## config.mk

```make
export PLATFORM = sky130hd
export DESIGN_NAME = mips_mc_core_flat
export DESIGN_NICKNAME = d
export VERILOG_FILES = /design/src/rtl/mips_mc_core_if.sv /design/src/rtl/mips_mc_core.sv /design/src/flat_wrapper.sv
export SDC_FILE = /design/constraint.sdc
export NUM_CORES = 2
export LEC_CHECK = 0
export CORE_ASPECT_RATIO = 0.9
export CORE_MARGIN = 3
export CORE_UTILIZATION = 60
export CTS_CLUSTER_DIAMETER = 200
export DETAILED_ROUTE_END_ITERATION = 16
export MAX_ROUTING_LAYER = met4
export PLACE_DENSITY = 0.77
export SLEW_MARGIN = 10
export SYNTH_ARGS = -nofsm -noshare
export SYNTH_HDL_FRONTEND = slang
export SYNTH_SLANG_ARGS = --single-unit
```

## constraint.sdc

```tcl
create_clock -name clk -period 6.7 [get_ports clk]
set_clock_uncertainty 0.05 [all_clocks]
set_input_delay 2.01 -clock clk [delete_from_list [all_inputs] [get_ports clk]]
set_output_delay 2.01 -clock clk [all_outputs]
set_load 0.005 [all_outputs]
```

## src/rtl/mips_mc_core_if.sv

```systemverilog
// +--------------------------------------------------------------------+
// | Module   : mips_mc_core_if                                         |
// | Brief    : Unified memory bus (req/ack handshake) for mips_mc_core |
// | Revision : 1.0                                                     |
// +--------------------------------------------------------------------+
`default_nettype none

interface mips_mc_core_if #(
  parameter int WIDTH = 32
);
  logic             mem_req;
  logic             mem_we;
  logic [WIDTH-1:0] mem_adr;
  logic [WIDTH-1:0] mem_wdata;
  logic [WIDTH-1:0] mem_rdata;
  logic             mem_ack;

  // Core side: issues requests, receives read data and completion
  modport master (
    output mem_req, mem_we, mem_adr, mem_wdata,
    input  mem_rdata, mem_ack
  );

  // Memory side: services requests
  modport slave (
    input  mem_req, mem_we, mem_adr, mem_wdata,
    output mem_rdata, mem_ack
  );
endinterface

`default_nettype wire

```

## src/rtl/mips_mc_core.sv

```systemverilog
// +--------------------------------------------------------------------+
// | Module   : mips_mc_core                                            |
// | Brief    : Multicycle MIPS-subset core (lw/sw/R/beq/j/addi) on a   |
// |            single req/ack memory port of arbitrary latency.        |
// | Options  : OVF_TRAP_EN - signed overflow on add/sub/addi halts the |
// |            core instead of writing back the wrapped result.        |
// | Revision : 1.0                                                     |
// +--------------------------------------------------------------------+
`default_nettype none

module mips_mc_core #(
  parameter int               WIDTH    = 32,
  parameter int               REGBITS  = 5,
  parameter logic [WIDTH-1:0] RESET_PC = '0
) (
  input  logic             clk,
  input  logic             reset,
  mips_mc_core_if.master   bus,
  output logic [WIDTH-1:0] pc_out,
  output logic             halted
);

  localparam logic [5:0] c_OP_RTYPE = 6'h00;
  localparam logic [5:0] c_OP_J     = 6'h02;
  localparam logic [5:0] c_OP_BEQ   = 6'h04;
  localparam logic [5:0] c_OP_ADDI  = 6'h08;
  localparam logic [5:0] c_OP_LW    = 6'h23;
  localparam logic [5:0] c_OP_SW    = 6'h2B;
  localparam logic [5:0] c_FN_ADD   = 6'h20;
  localparam logic [5:0] c_FN_SUB   = 6'h22;
  localparam logic [5:0] c_FN_AND   = 6'h24;
  localparam logic [5:0] c_FN_OR    = 6'h25;
  localparam logic [5:0] c_FN_SLT   = 6'h2A;
  localparam int         c_MSB      = WIDTH - 1;

  typedef enum logic [3:0] {
    S_FETCH, S_DECODE, S_MEMADR, S_MEMRD, S_MEMWB, S_MEMWR, S_RTEX,
    S_RTWB, S_BEQ, S_JMP, S_ADDIEX, S_ADDIWB, S_HALT
  } state_t;

  state_t             r_state, w_next;
  logic [WIDTH-1:0]   r_pc, r_a, r_b, r_alu, r_mdr, r_adr, r_wdata;
  logic [31:0]        r_ir;
  logic               r_req, r_we;
  logic [WIDTH-1:0]   r_rf [0:(1<<REGBITS)-1];

  logic [5:0]         w_op, w_funct;
  logic [REGBITS-1:0] w_rs, w_rt, w_rd, w_rf_wa;
  logic [WIDTH-1:0]   w_imm, w_ea, w_alu_res, w_pc_next, w_rs_val, w_rt_val, w_rf_wd;
  logic               w_ack_ok, w_funct_ok, w_rf_we, w_unused_ok;

  assign w_op     = r_ir[31:26];
  assign w_funct  = r_ir[5:0];
  assign w_rs     = REGBITS'(r_ir[25:21]);
  assign w_rt     = REGBITS'(r_ir[20:16]);
  assign w_rd     = REGBITS'(r_ir[15:11]);
  assign w_imm    = {{(WIDTH-16){r_ir[15]}}, r_ir[15:0]};
  assign w_ea     = r_a + w_imm;
  // An ack only counts while a request is actually outstanding
  assign w_ack_ok = r_req & bus.mem_ack;
  assign w_rs_val = (w_rs == '0) ? '0 : r_rf[w_rs];
  assign w_rt_val = (w_rt == '0) ? '0 : r_rf[w_rt];
  assign w_unused_ok = ^r_ir[10:6];

  assign bus.mem_req   = r_req;
  assign bus.mem_we    = r_we;
  assign bus.mem_adr   = r_adr;
  assign bus.mem_wdata = r_wdata;
  assign pc_out        = r_pc;
  assign halted        = (r_state == S_HALT);

  // R-type ALU; flags unsupported funct codes
  always_comb begin
    w_alu_res  = r_a + r_b;
    w_funct_ok = 1'b1;
    case (w_funct)
      c_FN_ADD: w_alu_res = r_a + r_b;
      c_FN_SUB: w_alu_res = r_a - r_b;
      c_FN_AND: w_alu_res = r_a & r_b;
      c_FN_OR:  w_alu_res = r_a | r_b;
      c_FN_SLT: w_alu_res = {{(WIDTH-1){1'b0}}, ($signed(r_a) < $signed(r_b))};
      default:  w_funct_ok = 1'b0;
    endcase
  end

`ifdef OVF_TRAP_EN
  logic w_ovf_rt, w_ovf_addi;
  // Signed overflow: operands agree in sign (after negating B for sub) but result does not
  assign w_ovf_rt = ((w_funct == c_FN_ADD) && (r_a[c_MSB] == r_b[c_MSB]) &&
                     (w_alu_res[c_MSB] != r_a[c_MSB])) ||
                    ((w_funct == c_FN_SUB) && (r_a[c_MSB] != r_b[c_MSB]) &&
                     (w_alu_res[c_MSB] != r_a[c_MSB]));
  assign w_ovf_addi = (r_a[c_MSB] == w_imm[c_MSB]) && (w_ea[c_MSB] != r_a[c_MSB]);
`endif

  // Main control: next state
  always_comb begin
    w_next = r_state;
    case (r_state)
      S_FETCH:  if (w_ack_ok) w_next = S_DECODE;
      S_DECODE: begin
        case (w_op)
          c_OP_LW, c_OP_SW: w_next = S_MEMADR;
          c_OP_RTYPE:       w_next = S_RTEX;
          c_OP_BEQ:         w_next = S_BEQ;
          c_OP_J:           w_next = S_JMP;
          c_OP_ADDI:        w_next = S_ADDIEX;
          default:          w_next = S_HALT;
        endcase
      end
      S_MEMADR: w_next = (w_op == c_OP_LW) ? S_MEMRD : S_MEMWR;
      S_MEMRD:  if (w_ack_ok) w_next = S_MEMWB;
      S_MEMWB:  w_next = S_FETCH;
      S_MEMWR:  if (w_ack_ok) w_next = S_FETCH;
      S_RTEX: begin
        if (!w_funct_ok) w_next = S_HALT;
`ifdef OVF_TRAP_EN
        else if (w_ovf_rt) w_next = S_HALT;
`endif
        else w_next = S_RTWB;
      end
      S_RTWB:   w_next = S_FETCH;
      S_BEQ:    w_next = S_FETCH;
      S_JMP:    w_next = S_FETCH;
`ifdef OVF_TRAP_EN
      S_ADDIEX: w_next = w_ovf_addi ? S_HALT : S_ADDIWB;
`else
      S_ADDIEX: w_next = S_ADDIWB;
`endif
      S_ADDIWB: w_next = S_FETCH;
      S_HALT:   w_next = S_HALT;
      default:  w_next = S_HALT;
    endcase
  end

  // PC update: sequential increment on fetch, branch target, jump target
  always_comb begin
    w_pc_next = r_pc;
    case (r_state)
      S_FETCH: if (w_ack_ok) w_pc_next = r_pc + WIDTH'(4);
      S_BEQ:   if (r_a == r_b) w_pc_next = r_alu;
      S_JMP:   w_pc_next = {r_pc[WIDTH-1:28], r_ir[25:0], 2'b00};
      default: w_pc_next = r_pc;
    endcase
  end

  // Register-file write port selection
  always_comb begin
    w_rf_we = 1'b0;
    w_rf_wa = w_rt;
    w_rf_wd = r_alu;
    case (r_state)
      S_MEMWB:  begin w_rf_we = 1'b1; w_rf_wd = r_mdr; end
      S_RTWB:   begin w_rf_we = 1'b1; w_rf_wa = w_rd; end
      S_ADDIWB: w_rf_we = 1'b1;
      default:  w_rf_we = 1'b0;
    endcase
  end

  // Register file: not reset, r0 never written
  always_ff @(posedge clk) begin
    if (w_rf_we && (w_rf_wa != '0)) r_rf[w_rf_wa] <= w_rf_wd;
  end

  // State, datapath registers and registered bus outputs
  always_ff @(posedge clk or negedge reset) begin
    if (!reset) begin
      r_state <= S_FETCH;
      r_pc    <= RESET_PC;
      r_ir    <= '0;
      r_a     <= '0;
      r_b     <= '0;
      r_alu   <= '0;
      r_mdr   <= '0;
      r_req   <= 1'b0;
      r_we    <= 1'b0;
      r_adr   <= '0;
      r_wdata <= '0;
    end else begin
      r_state <= w_next;
      r_pc    <= w_pc_next;
      case (r_state)
        S_FETCH:  if (w_ack_ok) r_ir <= bus.mem_rdata[31:0];
        S_DECODE: begin
          r_a   <= w_rs_val;
          r_b   <= w_rt_val;
          r_alu <= r_pc + (w_imm << 2);
        end
        S_MEMADR: r_alu <= w_ea;
        S_ADDIEX: r_alu <= w_ea;
        S_MEMRD:  if (w_ack_ok) r_mdr <= bus.mem_rdata;
        S_RTEX:   r_alu <= w_alu_res;
        default:  ;
      endcase
      // Request is presented together with the access state, so it is already
      // stable when that state is entered and drops as soon as the state is left
      r_req <= (w_next == S_FETCH) || (w_next == S_MEMRD) || (w_next == S_MEMWR);
      r_we  <= (w_next == S_MEMWR);
      if (w_next == S_FETCH) r_adr <= w_pc_next;
      else if ((w_next == S_MEMRD) || (w_next == S_MEMWR)) r_adr <= w_ea;
      if (w_next == S_MEMWR) r_wdata <= r_b;
    end
  end

endmodule

`default_nettype wire
```

## src/flat_wrapper.sv

```systemverilog
// flat-port wrapper written by rule: the top's interface ports become plain ports
module mips_mc_core_flat 
#(
  parameter int               WIDTH    = 32,
  parameter int               REGBITS  = 5,
  parameter logic [WIDTH-1:0] RESET_PC = '0
)
  (clk, reset, pc_out, halted, bus_mem_req, bus_mem_we, bus_mem_adr, bus_mem_wdata, bus_mem_rdata, bus_mem_ack);
  mips_mc_core_if #(.WIDTH(WIDTH)) bus_i ();
  input  logic clk;
  input  logic reset;
  output logic [WIDTH-1:0] pc_out;
  output logic halted;
  output wire logic [$bits(bus_i.mem_req)-1:0] bus_mem_req;
  output wire logic [$bits(bus_i.mem_we)-1:0] bus_mem_we;
  output wire logic [$bits(bus_i.mem_adr)-1:0] bus_mem_adr;
  output wire logic [$bits(bus_i.mem_wdata)-1:0] bus_mem_wdata;
  input wire logic [$bits(bus_i.mem_rdata)-1:0] bus_mem_rdata;
  input wire logic [$bits(bus_i.mem_ack)-1:0] bus_mem_ack;
  assign bus_mem_req = bus_i.mem_req;
  assign bus_mem_we = bus_i.mem_we;
  assign bus_mem_adr = bus_i.mem_adr;
  assign bus_mem_wdata = bus_i.mem_wdata;
  assign bus_i.mem_rdata = bus_mem_rdata;
  assign bus_i.mem_ack = bus_mem_ack;
  mips_mc_core #(.WIDTH(WIDTH), .REGBITS(REGBITS), .RESET_PC(RESET_PC)) u_core (.clk(clk), .reset(reset), .bus(bus_i), .pc_out(pc_out), .halted(halted));
endmodule
```

== After elaboration in Yosys (flattened, before gate mapping) ==
Memory sizes are Yosys's and may differ from the RTL's.
Index checks and enable logic that the tools add are counted.

* Register bits: 262
* Bits in writable memories: 1,024
* Input port bits: 35
* Memories: 1

{| class="wikitable"
|+ Memories
! memory !! words !! bits a word !! read ports !! clocked after memory_dff !! write ports !! line !! text
|-
| u_core.r_rf || 32 || 32 || 2 || 0 || 1 || mips_mc_core.sv:45 || <nowiki>logic [WIDTH-1:0] r_rf [0:(1<<REGBITS)-1];</nowiki>
|}

* $add $sub $neg: 5
* Magnitude comparators: 1
* Equality and inequality tests: 25
* Mux-type cells: 22
* Bitwise operators: 3
* Reductions and logical operators: 19

{| class="wikitable"
|+ Operators by type and width
! kind !! number
|-
| $mux 32 || 7
|-
| $pmux 32 s3 || 2
|-
| $pmux 32 s4 || 1
|-
| $add 32x32->32 || 3
|-
| $eq 6x6->1 const B || 7
|-
| $add 32x3->32 const B || 1
|-
| $and 32x32->32 || 1
|-
| $eq 32x32->1 || 1
|-
| $lt 32x32->1 || 1
|-
| $or 32x32->32 || 1
|-
| $pmux 4 s8 || 1
|-
| $sub 32x32->32 || 1
|-
| $eq 4x3->1 const B || 5
|-
| $eq 4x4->1 const B || 5
|-
| $pmux 4 s5 || 1
|-
| $mux 4 || 4
|-
| $eq 4x2->1 const B || 3
|-
| $logic_not 5->1 || 2
|-
| $reduce_or 5->1 || 2
|-
| $logic_not 4->1 || 2
|-
| $eq 6x2->1 const B || 1
|-
| $eq 6x3->1 const B || 1
|-
| $eq 6x4->1 const B || 1
|-
| $logic_not 6->1 || 1
|-
| other kinds (13) || 20
|}

== Logic depth before layout (Yosys ltp) ==
* Depth after elaboration: 9
* Mapped depth: 14
* Mapped depth without buffers: 12

== Least setup slack after synthesis ==
OpenSTA, ideal clock, no wires.

* Path type: register to register
* From: reg u_core.r_ir[16]
* To: mem u_core.r_rf[1][0], enable pin
* Library setup time: 0.421 ns
* Data arrival time: 3.831 ns
* Required time: 6.229 ns
* Path slack: 2.398 ns
* Cell stages (with the launch flop): 10
* Buffers on the path: 5
* Path through: dfrtp_1 -> buf_2 -> buf_2 -> buf_2 -> buf_2 -> buf_1 -> inv_1 -> a31oi_1 -> nand3_1 -> nor2_1

* Longest elaborated chain between the ends: 5

{| class="wikitable"
|+ Ends and longest elaborated chain
! what !! line !! text
|-
| start, declared || mips_mc_core.sv:43 || <nowiki>logic [31:0] r_ir;</nowiki>
|-
| start signal, assigned || mips_mc_core.sv:183 || <nowiki>S_FETCH: if (w_ack_ok) r_ir <= bus.mem_rdata[31:0];</nowiki>
|-
| $mux 5 * || mips_mc_core.sv:152 || <nowiki>case (r_state)</nowiki>
|-
| $reduce_bool 5->1 || mips_mc_core.sv:162 || <nowiki>if (w_rf_we && (w_rf_wa != '0)) r_rf[w_rf_wa] <= w_rf_wd;</nowiki>
|-
| $logic_and 1x1->1 || mips_mc_core.sv:162 ||
|-
| $mux 1 || mips_mc_core.sv:162 ||
|-
| $mux 1 (not written as such) || mips_mc_core.sv:162 ||
|-
| end, declared || mips_mc_core.sv:45 ||
|}

Every way passes the cells marked *; elsewhere a longest branch is shown, timed or not.

== Final worst setup path ==
* From: reg u_core.r_state[2]
* To: mem u_core.r_rf[3][1], enable pin

* Longest elaborated chain between the ends: 6

{| class="wikitable"
|+ Ends and longest elaborated chain
! what !! line !! text
|-
| start, declared || mips_mc_core.sv:41 || <nowiki>state_t r_state, w_next;</nowiki>
|-
| start signal, assigned || mips_mc_core.sv:180 || <nowiki>r_state <= w_next;</nowiki>
|-
| $eq 4x3->1 or $eq 4x4->1 (tied branches) || mips_mc_core.sv:152 ||
|-
| $mux 5 or $reduce_or 3->1 (tied branches) || - ||
|-
| $reduce_bool 5->1 or $mux 1 (tied branches) || mips_mc_core.sv:162, mips_mc_core.sv:152 ||
|-
| $logic_and 1x1->1 || mips_mc_core.sv:162 ||
|-
| $mux 1 || mips_mc_core.sv:162 ||
|-
| $mux 1 (not written as such) || mips_mc_core.sv:162 ||
|}

Parallel ways exist; a longest one is shown, timed or not.

==> metrics.txt <==
number of global-route vias before repair=about 45000; Vias=45900; total wire length=224 mm; Core Region=~0.11 mm2; period utilisation layout=72.4%; Yosys reg bits=1286; GRT Total Usage=40.6%; worst stage delay on the critical path=1.03 ns; Worst Path Class, Setup=flop to flop; slowest CP cell=nor2_4; Final ANT Viol Nets=0; Hold Path Origin=u_core.bus.mem_adr[29]; post-CTS sizing=0; I/O Buffers=133; clock tree sinks=1286; I/O Pins=134; Max-Cap Viols=0; hpwl dp=140 mm; area grow syn2layout=11.4%; Starting Density=between 60% and 70%; global route overflow=0; setup ws final=roughly 1.8 ns; largest net degree at the start of global routing=146; R2R Path Start=u_core.r_state[2]; Design Power=0.0396 W; Req. time, crit path=7.10 ns; total CTS buffers=133; reg2reg setup slack=approximately 1.8 ns; setup tns final=0 ns; Fin. Hold Viols=0; synthesized area=between 0.06 and 0.07 mm2; CTS tree=yes; Die ar.=0.115 mm2; hold-fix buffers at CTS=0; RR Endpoint=u_core.r_rf[3][1]; gr busiest metal=met2; Via density=7.58; power per cell area=about 530 mW/mm2; reg2reg path depth=6; Syn Area/Cell=15.2 um2; met1 usage in global routing=54.6%; met2 Track Usage GR=59.9%; hold worst-path end=u_core.bus.mem_adr[29]; setup repair bufs after CTS=0; critical path's most frequent cell=nand3_1; Worst slew margin=~18%; Fin Hold WS=0.431 ns; Slew Limit Fails=0; Die X=357 um; crit path from=u_core.r_state[2]; Syn. warnings=0; Longest Clk Path Bufs=3; Top delay family on crit path=simple AND/OR/NAND/NOR gates; Cell Rows=115; Startpoint Class=flop; worst path cell trace=nor2b_1, nand3_1, a31oi_2, nand3_1, nor2_4, buf_4; share of cells above drive strength 1=between 20% and 30%; Distinct cells, synth=93; hold path cells=2; clock root buffer=clkbuf_16; initial antenna violation count=9; pre-CTS setup slack=1.54 ns; Peak Freq=slightly above 0.2 GHz; Routed WL per cell=about 37 um; DR pass1 iterations=8; Worst Path Arrival=5.25 ns; worst vdd ir=0.474 mV; post-route minimum period=4.85 ns; first-pass GRT wire length=321 mm; maximum fanout along the worst path=23; status=completed; # DRC=0; Worst Hold Class=flop to flop; CTS clk-pin slew, worst paths=0.06 ns; Top FF cell, synth=edfxtp_1; Iter 0 DRT Violations=7574; Post-synth EDFFs=1024; Net count, final=4683; die height=between 300 and 400 um; Pleak=25.5 nW; CP endpoint kind=flop; GRT met3 Usage=9.31%; Post-Synthesis Cells=roughly 4400; Clk Latency, worst-skew pair=0.77 ns; asr flop ratio synth=20.4%; Setup-failing EPs final=0; Slew @ Worst Pin=1.23 ns; Final GP Congestion=1.00; register area share after synthesis=between 50% and 60%; RSZ-0062 raised after global routing=no; CP bufs+invs=1; H-tree levels=4
[final cells by class]
type	count	area [um2]
clock inverter	60	644
multi-input combinational	2699	28100
timing repair buffer	232	2180
antenna	4	10.0
fill	7120	35500
inverter	135	512
tap	1462	1830
clock buffer	174	3660
sequential	1286	37300
[synth_stat cells (all sizes together) (8+ instances only)]
cell / number / area (um2)
xor2: 29 / 254
nand3b: 8 / 60.1
a211o: 9 / 78.8
nand3: 47 / 235
o21bai: 16 / 120
mux2i: 61 / 611
o211ai: 26 / 195
a21oi: 198 / 991
or3: 18 / 113
a211oi: 35 / 273
o22ai: 94 / 588
o31ai: 11 / 82.6
nor3b: 8 / 60.1
edfxtp: 1024 / 30700
buf: 86 / 393
nor4: 15 / 115
mux4: 608 / 13700
inv: 134 / 503
nand2b: 15 / 93.8
nand2: 161 / 604
xnor2: 41 / 359
clkbuf: 212 / 800
nand4: 20 / 125
nor3: 51 / 260
a22oi: 28 / 210
mux2: 127 / 1440
and3: 22 / 138
o32ai: 24 / 210
a221oi: 25 / 225
nor2: 341 / 1280
o221ai: 11 / 96.3
o21ai: 164 / 821
a221o: 24 / 240
a31oi: 34 / 213
dfrtp: 262 / 6560
and2: 19 / 119
and4: 8 / 70.1
o21a: 21 / 158
a21o: 41 / 308
ha: 157 / 1960
nor2b: 45 / 282
[cell usage in the layout, fill, tap and decap left out, types with 26 or more instances in the layout]
cell type,Yosys,layout
a211oi_1,33,33
nand2_1,161,161
mux2i_1,61,60
buf_4,2,91
dfrtp_1,262,251
clkbuf_1,211,28
ha_1,157,157
a21o_1,41,41
mux2_2,123,123
a22oi_1,28,28
conb_1,1,32
nor2b_1,45,45
o21ai_0,160,159
clkbuf_16,0,138
xnor2_1,41,41
nand3_1,47,47
nor3_1,50,48
a31oi_1,34,31
o22ai_1,94,94
nor2_4,0,30
inv_1,133,133
nor2_1,340,308
xor2_1,29,29
mux4_2,608,608
o211ai_1,26,26
edfxtp_1,1024,1024
a21oi_1,198,198
clkdlybuf4s50_1,0,132
[metal layers]
layer	part of all wire [%]	routed length, um
met1	36	80200
met2	46	104000
met3	13	28700
met4	5.2	11800
met5	0	0
[worst max path at each step]
| stage | endpoint | slack, ns | depth (start not counted) |
|---|---|---|---|
| final | u_core.r_rf[3][1] | 1.85 | 6 |
| after global routing | u_core.r_rf[2][10] | 1.76 | 6 |
| after CTS | u_core.r_rf[3][1] | 1.98 | 6 |
| after detailed placement | u_core.bus.mem_adr[31] | 1.54 | 11 |
| after global placement | u_core.bus.mem_adr[31] | 1.55 | 11 |
| after floorplan | u_core.r_rf[1][0] | 2.40 | 9 |
[worst min-delay path: cells and delay by family, from the launching register on]
family          cells  cell delay, ns
flops               1            0.33
compound gates      1            0.06
simple gates        1            0.05
[state kept, by name (all words and copies together) (netlist names)]
signal / flops
u_core.r_rf: 1024
u_core.bus.mem_adr: 32
u_core.bus.mem_wdata: 32
u_core.pc_out: 32
u_core.r_a: 32
u_core.r_alu: 32
u_core.r_b: 32
u_core.r_ir: 32
u_core.r_mdr: 32
u_core.r_state: 4
u_core.bus.mem_req: 1
u_core.bus.mem_we: 1
[through the flow]
stage	utilization [%]	std cells	cell area (um2)
floorplan	-	4418	66800
global placement	63.7	5814	70000
detailed placement	63.7	5814	70000
CTS	67.7	6048	74300
global route	67.7	6052	74300
finish	67.7	6052	74300
[kinds of logic after synthesis]
group | Yosys count | share of synthesized area [%]
xor+xnor | 70 | 0.919
other cells | 1 | 0.00562
compound gates | 847 | 8.39
mux | 796 | 23.6
simple gates | 793 | 5.52
fa+ha+maj | 161 | 3.07
buf+inv | 433 | 2.55
flops | 1286 | 55.9
[where the power goes]
part	internal, W	total (W)	switching, W
Combinational	0.00785	0.0198	0.0119
Clock	0.00426	0.00748	0.00323
Sequential	0.0107	0.0123	0.00161
Total	0.0228	0.0396	0.0168
Note: power is estimated with default switching activity, not from simulation.
